===== src/rtl/tt_cover_tracker.sv =====
// Coverage tracker: one sticky bit per accepted input index.
// Ports: clk, rst_n, clr, acc, idx -> mask, full_nxt.
module tt_cover_tracker #(
    parameter int N_IN = 2
) (
    input  logic               clk,
    input  logic               rst_n,
    input  logic               clr,
    input  logic               acc,
    input  logic [N_IN-1:0]    idx,
    output logic [2**N_IN-1:0] mask,
    output logic               full_nxt
);

    logic [2**N_IN-1:0] hit;

    always_comb begin
        hit      = '0;
        hit[idx] = 1'b1;
    end

    // Full coverage assuming the index on idx is also counted,
    // so completion can be decided on the accepting edge.
    assign full_nxt = &(mask | hit);

    always_ff @(posedge clk or negedge rst_n) begin
        if (!rst_n) begin
            mask <= '0;
        end else if (clr) begin
            mask <= '0;
        end else if (acc) begin
            mask <= mask | hit;
        end
    end

endmodule


===== config.mk =====
export PLATFORM = sky130hd
export DESIGN_NAME = tt_cover_tracker
export DESIGN_NICKNAME = d
export VERILOG_FILES = /design/src/rtl/tt_cover_tracker.sv
export SDC_FILE = /design/constraint.sdc
export NUM_CORES = 1
export LEC_CHECK = 0
export CAP_MARGIN = 10
export CORE_AREA = 2 2 39 41
export CTS_CLUSTER_SIZE = 16
export DETAILED_ROUTE_END_ITERATION = 16
export DIE_AREA = 0 0 41 43
export HOLD_SLACK_MARGIN = 0.02
export PLACE_DENSITY = 0.42
export SLEW_MARGIN = 20
export SYNTH_ARGS = -nofsm -noshare
export SYNTH_HDL_FRONTEND = slang
export SYNTH_SLANG_ARGS = --single-unit

===== constraint.sdc =====
create_clock -name clk -period 1.12 [get_ports clk]
set_clock_uncertainty 0.2 [all_clocks]
set_input_delay 0.224 -clock clk [delete_from_list [all_inputs] [get_ports clk]]
set_output_delay 0.224 -clock clk [all_outputs]
set_load 0.1 [all_outputs]

After elaboration in Yosys (flattened, before gate mapping)
Index checks and enable logic that the tools add are counted.

$add $sub $neg: 0. Multiply operators: 0. Divide/modulo/power cells: 0. Magnitude comparators: 2. Eq/ne operators: 0. Shift-type cells: 0. Mux-type cells: 4. Bitwise gates (word level): 1. Reduce and logical (&&, ||, !) cells: 3.

Operators with widths (count): $mux W4 (2); $or A4 B4 Y4 (1); $reduce_and A4 Y1 (1); $lt A2 B3 Y1 const B (1); $demux W1 S2 (1); $ge A2 B1 Y1 const B (1); $reduce_bool A2 Y1 (1); $logic_and A1 B1 Y1 (1); $mux W1 (1).

Flip-flop bits (word level): 4. Bits in latches: 0. Memory bits (writable): 0. Bits in read-only memories: 0. Input port bits: 6. Output and inout bits: 5. Word-level logic and storage cells: 11. Memories kept: 0.

Depth between registers and ports, before layout
Gate-level depths: netlist of run 1.

Depth after elaboration: 7. Gate-level depth with buffers: 3. Mapped depth without buffers: 3.

Worst setup path after synthesis of run 1
No wires, ideal clock.

Kind: flip-flop to output port. Start: reg mask[3]. End: out full_nxt. Arrival time: 2032 ps. Required time: 696 ps. Slack: -1336 ps. Stages on the path, launching flop included: 4. Path buffers: 0. Cell sequence: dfrtp_1 > nand2_1 > o32ai_1 > a21o_1.

Longest elaborated chain between the ends: 2.

Ends and longest elaborated chain: start: declaration (line 11) `output logic [2**N_IN-1:0] mask,`; start signal: assignment (line 32) `mask <= mask | hit;`; $or A4 B4 Y4 (line 24) `assign full_nxt = &(mask | hit);`; $reduce_and A4 Y1 (line 24); end: declaration (line 12) `output logic full_nxt`.

Every way passes these cells.

Worst setup path in the final report of run 1
Ends and elaborated chain as after synthesis.

==> run summary, run 1 <==
Worst path required time = 0.70 ns
H-tree depth reported by CTS = 1
Global-route wire length before repair = 959 µm
Final critical delay including setup and external delays = 1.79 ns
Vertical die dimension = 43 µm
Hold violation count in the final report = 4
Vias/cell = 4.23
Reg-to-reg critical path endpoint = mask[0]
Highest fanout seen on the critical path = 4
Placer congestion estimate = 0.620
Register name with the most flops = mask
Clock net sink count = 4
Sequential-to-total area share from yosys stat = 52.6%
Overall power consumption = 495 µW
Master cell of the clock root buffer = sky130_fd_sc_hd__clkbuf_4
Count of endpoints failing setup in the final report = 9
Final number of max-transition violations = 0
Number of antenna cells inserted = 0
Number of instances in the synthesized netlist = 21
Path type of the worst min-delay path = primary input to async pin
Nets@finish = 48
Synthesized Nets = 27
Count of pins on the block boundary = 11
Power density relative to cell area = 1040 mW/mm²
Biggest registers after layout = mask: 4 flops
Placed cell area = 438 µm²
Clock latency reported for the late side of the worst-skew pair = 0.23 ns
Antenna violations before repair = 0
Max FFs per register = 4
Fraction of final layout cells sized beyond drive strength 1 = 55.0%
PnR worst setup slack = -0.669 ns
Number of violations reported at the end of detailed-routing iteration 0 = 4
Floorplan die area = 0.00176 mm²
Fmax = 0.559 GHz
Fin Hold WS = -0.00577 ns
Slew Limit Headroom = 85.4%
Routed wire length per instance = 10.9 µm
Post-detail-place hpwl = 519 µm
Register bit count reported by yosys = 4
Max Used Layer = met4
Via count of the first global-routing pass = 239
Core Footprint = 0.00138 mm²
Arrival time at the worst endpoint = 1.37 ns
Kind of launch point of the worst setup path = flip-flop
Drt pass-1 iters = 4
Bufs on Longest Clock Path = 2
Cell area after synthesis = 190 µm²
Number of vias after detailed routing = 237
Worst Reg2Reg Path Length in Cells = 3
Largest net degree at the start of global routing = 6
Clock-pin slew reported for the worst setup and hold paths after clock tree synthesis = 0.03 ns
GR Util All Layers = 9.00%
Yosys cell types = 9
Number of input and output port buffers inserted = 10
Setup slack on the worst flop-to-flop path = -0.02 ns
Number of warnings issued by yosys = 0
DRC Markers = 0
Worst slew pin tran = 0.218 ns
Initial core utilization = 13.7%
Outcome = finished with violations
Max-Cap Viols = 0
TritonCTS clock tree = built
Leak = 0.195 nW
Commonest non-fill, non-tap cells in the layout = sky130_fd_sc_hd__buf_12 (5), sky130_fd_sc_hd__a31oi_1 (4), sky130_fd_sc_hd__nor2_1 (4), sky130_fd_sc_hd__clkdlybuf4s50_1 (4), sky130_fd_sc_hd__dfrtp_4 (4)
Total number of placement rows = 14
Yosys top cell area share = 52.6%
Maximum resistive drop on vdd = 0.380 mV
Remaining global-route overflow = 0
Most common cell after layout, fill and taps aside = sky130_fd_sc_hd__buf_12
Synthesis-to-finish area growth = 149%
Classification of the worst setup path = flip-flop to output pin
Post-route antenna net violation count = 0
DIE WIDTH = 41 µm
Number of fill cells in the layout = 142
Setup repair after global routing missed its margin = true
Met2 wire len = 330 µm
Final worst path period share = 160%
Routed WL = 609 µm
Kind of capture point of the worst setup path = output pin
RR Startpoint = mask[0]
Cell type contributing the most total cell area after synthesis = sky130_fd_sc_hd__dfrtp_1
Number of clock buffers inserted by TritonCTS = 3
Detailed-routing wirelength on met1 = 198 µm
Mean Syn Cell Area = 9.06 µm²
Detail Route met3 WL = 72 µm
Final instance area = 474 µm²
Leading post-synthesis cells by cell area = sky130_fd_sc_hd__dfrtp_1 (53%), sky130_fd_sc_hd__a31oi_1 (13%), sky130_fd_sc_hd__nor2_1 (7.9%)
Violated checks = negative hold slack, negative setup slack
worst max path at each step:
stage | start | end | cells after the start | slack [ns]
3_3_place_gp | idx[1] | full_nxt | 5 | -0.73
5_1_grt | mask[3] | full_nxt | 4 | -0.73
4_1_cts | mask[3] | full_nxt | 4 | -0.69
3_5_place_dp | idx[1] | full_nxt | 5 | -0.77
2_1_floorplan | mask[3] | full_nxt | 3 | -0.56
6_report | mask[3] | full_nxt | 4 | -0.67
repair_timing:
action | 4_1_cts | 5_1_grt
endpoints found under the setup margin | 9 | 9
pin swaps | 2 | 0
hold endpoints to repair | 4 | 4
setup buffers | 0 | 1
resized for setup | 3 | 3
routing by layer:
| layer | vias up | track usage, % |
|---|---|---|
| met1 | 109 | 7.57 |
| met4 | 0 | 8.00 |
| met5 | - | 0 |
| met2 | 11 | 14.1 |
| li1 | 115 | - |
| met3 | 2 | 4.71 |
area by class of cell:
class                      instances  area, µm²  area share (%)
inverter                           2       7.51            1.58
timing repair buffer              16        205            43.3
clock buffer                       3       22.5            4.75
multi-input combinational         15        104            21.9
sequential                         4        115            24.3
tap                               16       20.0            4.22
per-stage QoR:
| step | utilization [%] | hold slack (ns) | TNS (ns) | setup WS [ns] | cells |
|---|---|---|---|---|---|
| after floorplan | - | -0.272 | -0.689 | -0.560 | 21 |
| after global placement | 31.6 | 0.241 | -2.30 | -0.734 | 53 |
| after detailed placement | 31.6 | 0.240 | -2.46 | -0.769 | 53 |
| after CTS | 33.7 | -0.00853 | -2.31 | -0.686 | 56 |
| after global routing | 34.3 | -0.00389 | -2.62 | -0.730 | 56 |
| final | 34.3 | -0.00577 | -2.21 | -0.669 | 56 |
critical path, cell delays in order (launching register included):
cell and delay, ns:
sky130_fd_sc_hd__dfrtp_4 0.49, sky130_fd_sc_hd__mux2i_2 0.17, sky130_fd_sc_hd__o32ai_2 0.10, sky130_fd_sc_hd__a21o_4 0.21, sky130_fd_sc_hd__buf_12 0.16
kinds of logic after synthesis:
logic type | synth area share [%]
and+or+nand+nor | 16.4
AOI/OAI and AO/OA | 21.7
DFF | 52.6
buffers and inverters | 3.95
muxes | 5.26
Yosys cell counts, drive strengths merged:
master,instances
a21o,1
mux2i,1
o32ai,1
dfrtp,4
nor3,1
nand2,3
inv,2
nor2,4
a31oi,4
report_power, final:
part	internal, mW	leakage (nW)	total, mW	switching [mW]
combinational	0.0694	0.134	0.158	0.0889
sequential	0.157	0.0470	0.166	0.00876
clock	0.119	0.0138	0.170	0.0512
(Power assumes the default switching activity.)
==> run 2, diff against run 1 <==
CTS_CLUSTER_SIZE = 8   (was 16)
==> results of run 2 <==
Final layout, timing and power as in run 1 (identical DEF).
